## src/rtl/hazard_controller.sv

```systemverilog
// rtl/hazard_controller.sv - 5-stage pipeline hazard sequencer: forwarding, stall/flush priority, memory-wait FSM with timeout, performance counters
module hazard_controller #(
  parameter int MEM_TIMEOUT = 16,
  parameter int CNT_WIDTH   = 32
) (
  input  logic                 clk,
  input  logic                 rst_n,
  input  logic [4:0]           Rs1D,
  input  logic [4:0]           Rs2D,
  input  logic [4:0]           Rs1E,
  input  logic [4:0]           Rs2E,
  input  logic [4:0]           RdE,
  input  logic                 ResultSrcE,
  input  logic                 PCSrcE,
  input  logic [4:0]           RdM,
  input  logic                 RegWriteM,
  input  logic                 MemReqM,
  input  logic                 MemReady,
  input  logic [4:0]           RdW,
  input  logic                 RegWriteW,
  output logic [1:0]           ForwardAE,
  output logic [1:0]           ForwardBE,
  output logic                 StallF,
  output logic                 StallD,
  output logic                 StallE,
  output logic                 StallM,
  output logic                 FlushD,
  output logic                 FlushE,
  output logic                 FlushW,
  output logic                 MemErr,
  output logic [CNT_WIDTH-1:0] StallCount,
  output logic [CNT_WIDTH-1:0] FlushCount
);

  localparam int WW = (MEM_TIMEOUT > 0) ? $clog2(MEM_TIMEOUT + 1) : 1;
  localparam logic [WW-1:0] WAIT_LAST = (MEM_TIMEOUT > 0) ? WW'(MEM_TIMEOUT - 1) : '0;

  typedef enum logic {RUN, MEM_WAIT} state_t;

  state_t               state_q;
  logic [WW-1:0]        wait_cnt_q;
  logic                 mem_err_q;
  logic [CNT_WIDTH-1:0] stall_cnt_q, stall_cnt_d;
  logic [CNT_WIDTH-1:0] flush_cnt_q, flush_cnt_d;

  logic       mem_stall, lu_stall, timeout, freeze, branch_ok;
  logic       stall_fd, stall_e, stall_m, flush_d, flush_e, flush_w;
  logic [1:0] fwd_a, fwd_b;

  function automatic logic [1:0] fwd_sel(input logic [4:0] rs);
    if (RegWriteM && RdM != 5'd0 && RdM == rs)      return 2'b10;
    else if (RegWriteW && RdW != 5'd0 && RdW == rs) return 2'b01;
    else                                            return 2'b00;
  endfunction

  assign fwd_a = fwd_sel(Rs1E);
  assign fwd_b = fwd_sel(Rs2E);

  assign mem_stall = MemReqM && !MemReady;
  assign lu_stall  = ResultSrcE && RdE != 5'd0 && (RdE == Rs1D || RdE == Rs2D);
  assign timeout   = mem_stall && (MEM_TIMEOUT != 0) && (wait_cnt_q == WAIT_LAST);
  assign freeze    = mem_stall && !timeout;
  assign branch_ok = !mem_stall && PCSrcE;

  // While E is frozen a branch in E is not yet final; it is acted on at release.
  always_comb begin
    stall_fd = 1'b0;
    stall_e  = 1'b0;
    stall_m  = 1'b0;
    flush_d  = 1'b0;
    flush_e  = 1'b0;
    flush_w  = 1'b0;
    if (freeze) begin
      stall_fd = 1'b1;
      stall_e  = 1'b1;
      stall_m  = 1'b1;
      flush_w  = 1'b1;
    end else if (timeout) begin
      flush_w  = 1'b1;
    end else if (PCSrcE) begin
      flush_d  = 1'b1;
      flush_e  = 1'b1;
    end else if (lu_stall) begin
      stall_fd = 1'b1;
      flush_e  = 1'b1;
    end
  end

  always_comb begin
    stall_cnt_d = stall_cnt_q;
    flush_cnt_d = flush_cnt_q;
    if (stall_fd && stall_cnt_q != {CNT_WIDTH{1'b1}}) stall_cnt_d = stall_cnt_q + 1'b1;
    if (branch_ok && flush_cnt_q != {CNT_WIDTH{1'b1}}) flush_cnt_d = flush_cnt_q + 1'b1;
  end

  always_ff @(posedge clk or negedge rst_n) begin
    if (!rst_n) begin
      state_q     <= RUN;
      wait_cnt_q  <= '0;
      mem_err_q   <= 1'b0;
      stall_cnt_q <= '0;
      flush_cnt_q <= '0;
    end else begin
      mem_err_q   <= timeout;
      stall_cnt_q <= stall_cnt_d;
      flush_cnt_q <= flush_cnt_d;
      case (state_q)
        RUN: begin
          if (freeze) begin
            state_q    <= MEM_WAIT;
            wait_cnt_q <= WW'(1);
          end else begin
            wait_cnt_q <= '0;
          end
        end
        MEM_WAIT: begin
          if (freeze) begin
            wait_cnt_q <= wait_cnt_q + WW'(1);
          end else begin
            state_q    <= RUN;
            wait_cnt_q <= '0;
          end
        end
        default: begin
          state_q    <= RUN;
          wait_cnt_q <= '0;
        end
      endcase
    end
  end

  // Reset forces bubbles into every stage regardless of the clock.
  assign ForwardAE  = rst_n ? fwd_a : 2'b00;
  assign ForwardBE  = rst_n ? fwd_b : 2'b00;
  assign StallF     = rst_n & stall_fd;
  assign StallD     = rst_n & stall_fd;
  assign StallE     = rst_n & stall_e;
  assign StallM     = rst_n & stall_m;
  assign FlushD     = ~rst_n | flush_d;
  assign FlushE     = ~rst_n | flush_e;
  assign FlushW     = ~rst_n | flush_w;
  assign MemErr     = mem_err_q;
  assign StallCount = stall_cnt_q;
  assign FlushCount = flush_cnt_q;

endmodule

```

## config.mk

```make
export PLATFORM = sky130hd
export DESIGN_NAME = hazard_controller
export DESIGN_NICKNAME = d
export VERILOG_FILES = /design/src/rtl/hazard_controller.sv
export SDC_FILE = /design/constraint.sdc
export NUM_CORES = 1
export LEC_CHECK = 0
export CORE_ASPECT_RATIO = 1.1
export CORE_MARGIN = 5
export CORE_UTILIZATION = 30
export DETAILED_ROUTE_END_ITERATION = 16
export PLACE_DENSITY = 0.58
export SETUP_SLACK_MARGIN = 0.05
export SLEW_MARGIN = 20
export SYNTH_ARGS = -nofsm -noshare
export SYNTH_HDL_FRONTEND = slang
export SYNTH_SLANG_ARGS = --single-unit
```

## constraint.sdc

```tcl
create_clock -name clk -period 8.1 [get_ports clk]
set_clock_uncertainty 0.2 [all_clocks]
set_input_delay 2.43 -clock clk [delete_from_list [all_inputs] [get_ports clk]]
set_output_delay 2.43 -clock clk [all_outputs]
set_load 0.005 [all_outputs]
```

## Word level (Yosys, flattened, before mapping)

Index checks and enable logic that the tools add are counted.

| storage, ports and cells | value |
|---|---|
| register bits | 71 |
| input port bits | 43 |
| output and inout port bits | 76 |

| cells by class | value |
|---|---|
| $add $sub $neg | 3 |
| equality and inequality tests | 9 |
| multiplexer cells | 22 |
| bitwise operators | 7 |
| reductions and logical operators | 21 |

Operators by type and width:

| operator | number |
|---|---|
| 32-bit by 1-bit adder with 32-bit output, second input constant | 2 |
| 32-bit != test, second input constant | 2 |
| 5-bit equality test | 6 |
| 1-bit 2-to-1 mux | 16 |
| 5-bit nonzero test | 3 |
| 1-bit logical AND | 14 |
| 5-bit one-hot mux with 2 select lines | 1 |
| 2-bit 2-to-1 mux | 4 |
| 5-bit by 1-bit adder with 5-bit output, second input constant | 1 |
| 5-bit by 4-bit equality test with 1-bit output, second input constant | 1 |
| 5-bit 2-to-1 mux | 1 |
| 1-bit zero test | 3 |
| 1-bit OR | 3 |
| 1-bit bitwise AND | 2 |
| 1-bit inverter | 2 |
| 1-bit logical OR | 1 |

## Depth between registers and ports, before layout

Gate-level depths: netlist (run 1).

| depth | value |
|---|---|
| word-level depth | 8 |
| mapped depth | 8 |
| depth with buffers taken out | 7 |

## Worst setup path after synthesis (run 1)

Ideal clock, no wire load.

| timing path | value |
|---|---|
| path type | input port to output port |
| start point | input port RdE[1] |
| end point | output port StallF |
| arrival | 3.888 ns |
| path slack | 1.582 ns |
| cell stages on the path | 7 |
| buffers on the path | 2 |
| cells stage by stage | or4_1 -> o211ai_1 -> nor2_1 -> a21o_1 -> clkbuf_1 -> and2_1 -> buf_4 |

| between the ends | value |
|---|---|
| word-level cells in the longest chain between the ends | 8 |
| elaborated cells on any way between the ends | 11 |

RTL lines:

| what | line | RTL |
|---|---|---|
| start: declaration | 12 | `input logic [4:0] RdE,` |
| 5-bit equality test / 5-bit nonzero test (equally long branches) | 60 | `assign lu_stall = ResultSrcE && RdE != 5'd0 && (RdE == Rs1D \|\| RdE == Rs2D);` |
| 1-bit logical OR / 1-bit logical AND (equally long branches) | 60 |  |
| 1-bit logical AND * | 60 |  |
| 1-bit 2-to-1 mux * | 83 | `end else if (lu_stall) begin` |
| 1-bit 2-to-1 mux * | 80 | `end else if (PCSrcE) begin` |
| 1-bit 2-to-1 mux * | 78 | `end else if (timeout) begin` |
| 1-bit 2-to-1 mux * | 73 | `if (freeze) begin` |
| 1-bit bitwise AND * | n/a |  |
| end: declaration | 23 | `output logic StallF,` |

Mark *: on every way between the ends. The rest lies on a longest branch, timed or not.

## Worst setup path after layout (run 1)

| timing path | value |
|---|---|
| start point | input port RdE[2] |
| end point | output port StallD |

| between the ends | value |
|---|---|
| word-level cells in the longest chain between the ends | 8 |
| elaborated cells on any way between the ends | 11 |

RTL lines:

| what | line | RTL |
|---|---|---|
| 5-bit equality test / 5-bit nonzero test (equally long branches) | 60 |  |
| 1-bit logical OR / 1-bit logical AND (equally long branches) | 60 |  |
| 1-bit logical AND * | 60 |  |
| 1-bit 2-to-1 mux * | 83 |  |
| 1-bit 2-to-1 mux * | 80 |  |
| 1-bit 2-to-1 mux * | 78 |  |
| 1-bit 2-to-1 mux * | 73 |  |
| 1-bit bitwise AND * | 136 | `assign StallD = rst_n & stall_fd;` |
| end: declaration | 24 | `output logic StallD,` |

Marks and branches as above.

==> flow_summary.ini, run 1 <==
[run_status]
run_status = completed

[run]
drv_cap = 0

[detailed_routing]
wl_um = 9790
met3_length_um = 883
drt_iter0_markers = 65
drt_first_pass_iters = 6
ant_nets = 0
met2_length_um = 4650
routed.top_layer = met4
vias = 3095
drc_errors = 0
viasPerCell = 4.73
wl_per_cell_um = 15.0
drt-met1-wl_um = 4150

[floorplanning]
initial_core_util_pct = 30.3
core-area_um2 = 12500
chipHeight_um = 128
die_w_um = 117
io_pins = 119
die_area_um2 = 15000
rows = 43

[cts]
cts_made_buffers = 9
clockRootBuffer = clkbuf_16
tritoncts = built
clkLatencyLatePin_ns = 0.33
htreeDepth = 3
clkSinkCount = 71
postCtsSetupBuffers = 0
clk_pin_slew_ns = 0.06
clock_path_buffers = 2
ctsHoldBuffers = 0
cts-resized-gates = 0

[power]
vdd.ir_drop.worst_mv = 0.139
p_per_area_nw_per_um2 = 202
power.leakage_nw = 2.23
power_mw = 1.11

[sta]
rsz0062_at_grt = no
slew_headroom_pct = 62.8
tns_ns = 0
tightestPinTransition_ns = 0.558
finalHoldViolations = 0
layout_min_cycle_time_ns = 7.24
final_max_slew_viol_count = 0
post-route-period-util_pct = 89.4
setup_viol = 0
clock.fmax_mhz = 138

[synth]
synth-warning-count = 0
syn-num-nets = 414
synth_adder_area_share_pct = 1.32
yosys.area_share.simple_pct = 25.1
yosysTopAreaCellShare_pct = 46.9
synth_area_leader_cell = dfrtp_1
synth_mux_area_share_pct = 0.595
yosys-top-cells-area = dfrtp_1 (47%), xnor2_1 (14%), xor2_1 (7.4%), nand3_1 (4.4%), nand4_1 (3.1%)
synth_area_um2 = 3790
yosysSeqAreaShare_pct = 46.9
synth_top_family_by_area = simple AND/OR/NAND/NOR gates
synth_cell_type_count = 40
synth-seq-cells = 71
syn-mean-instance-area_um2 = 10.3
syn_inst = 367
synthXorXnorAreaFrac_pct = 21.7
synth-compound-area-share_pct = 2.12

[finish]
final_cell_mix = clkdlybuf4s50_1 (117), dfrtp_1 (71), xnor2_1 (62)
antenna_cells = 0
layout_commonest_cell = clkdlybuf4s50_1
nNetsFinal = 539
syn2layout_area_growth_pct = 45.0
drive_gt1_share_pct = 7.85

[worst_setup_path]
r2r_end = StallCount[1]
cp_max_fo = 3
r2r_slack_ns = 5.50
path_class = input port to output pin
required_ns = 5.47
r2r-start = wait_cnt_q[0]
crit_path_start_kind = input port
end_kind = output pin
cp.arrival_ns = 4.61
rr_worst_depth = 8

[grt]
grt_pass1_vias = 3234
grtUsageTotal_pct = 13.5
antenna_found_initial = 0
overflow = 0
grt_pass1_wl_um = 16000
grt_max_degree = 44

[worst_hold_path]
holdPathStages = 1
hold_class = flip-flop to flip-flop
hold_end = wait_cnt_q[0]
hold_start = state_q

[placement]
place_hpwl_um = 7450
port_buffers = 118
gp_congestion = 0.741
==> worst max-delay path: stages <==
cell	delay [ns]
clkdlybuf4s50_1	0.47
or4_1	0.54
o211ai_1	0.20
nor2_1	0.06
a21o_1	0.24
and2_1	0.21
clkdlybuf4s50_1	0.46
==> cell type report <==
class	instances	area, um^2
flip-flops and latches	71	1780
clock buffers	10	239
fillers	1220	6990
inverters	10	37.5
well taps	157	196
repair buffers	121	1200
multi-input cells	279	1930
clock inverters	6	115
==> metal layers <==
| layer | up-vias | track usage (%) |
|---|---|---|
| met4 | 0 | 3.85 |
| met2 | 88 | 21.8 |
| li1 | 1518 | - |
| met1 | 1479 | 16.9 |
| met3 | 10 | 5.05 |
| met5 | - | 0 |
==> cells by family (layout without fill, tap and decap cells) <==
family | Yosys count | after routing
buf+inv | 17 | 147
simple gates | 170 | 170
mux | 2 | 2
compound gates | 9 | 9
fa+ha+maj | 4 | 4
flops | 71 | 71
xor+xnor | 94 | 94
==> how the worst max path moves through the flow <==
stage,end,depth (start not counted),startpoint
after floorplan,StallF,7,RdE[1]
after CTS,StallD,7,RdE[2]
after detailed placement,StallD,7,RdE[1]
after global placement,StallF,7,RdE[1]
final,StallD,7,RdE[2]
after global routing,ForwardBE[0],6,RdM[1]
==> sequential cells by signal, indices dropped and copies added, names as in the netlist <==
| signal | count |
|---|---|
| StallCount | 32 |
| state_q | 1 |
| wait_cnt_q | 5 |
| MemErr | 1 |
| FlushCount | 32 |
==> through the flow <==
step,setup slack [ns],hold WS [ns],instances,instance area [um^2],util (%)
after detailed placement,0.866,0.281,638,5140,41.2
after global placement,0.872,0.277,638,5140,41.2
after CTS,0.850,0.287,654,5490,44.0
after global routing,0.725,0.314,654,5490,44.0
final,0.862,0.281,654,5490,44.0
after floorplan,1.58,0.243,367,3790,-
==> power by group <==
part	leakage [nW]	total, mW	switching (mW)	internal, mW
registers	0.928	0.442	0.0498	0.393
logic	1.14	0.202	0.0743	0.128
clock network	0.170	0.467	0.156	0.311
==> cells in the mapped netlist, drive strengths merged <==
master and number:
nand2b 5, ha 4, o22ai 1, buf 5, or2 4, and4 4, and2 7, mux2 2
o211ai 2, nor3 9, nand4 20, xnor2 62, a21oi 1, nor2 30, a211oi 2, o21ai 1
xor2 32, a21o 1, nand2 26, and3 13, a31oi 1, or3 1, dfrtp 71, or4 6
clkbuf 2, inv 10, nand3 35, nand3b 2, nor4 8
Note: power is estimated with default switching activity, not from simulation.
==> run 2, diff against run 1 <==
--- a/config.mk
+++ b/config.mk
@@ -11,6 +11,7 @@
 export DETAILED_ROUTE_END_ITERATION = 16
 export PLACE_DENSITY = 0.58
 export SETUP_SLACK_MARGIN = 0.05
+export SKIP_CTS_REPAIR_TIMING = 1
 export SLEW_MARGIN = 20
 export SYNTH_ARGS = -nofsm -noshare
 export SYNTH_HDL_FRONTEND = slang
==> results of run 2 <==
Same layout as run 1: the final DEF is identical, and so are final timing and power.
==> run 3, diff against run 2 <==
--- a/config.mk
+++ b/config.mk
@@ -5,6 +5,7 @@
 export SDC_FILE = /design/constraint.sdc
 export NUM_CORES = 1
 export LEC_CHECK = 0
+export ABC_CLOCK_PERIOD_IN_PS = 8100
 export CORE_ASPECT_RATIO = 1.1
 export CORE_MARGIN = 5
 export CORE_UTILIZATION = 30
@@ -12,6 +13,7 @@
 export PLACE_DENSITY = 0.58
 export SETUP_SLACK_MARGIN = 0.05
 export SKIP_CTS_REPAIR_TIMING = 1
+export SKIP_LAST_GASP = 1
 export SLEW_MARGIN = 20
 export SYNTH_ARGS = -nofsm -noshare
 export SYNTH_HDL_FRONTEND = slang
==> results of run 3 <==
Same layout as run 1: the final DEF is identical, and so are final timing and power.
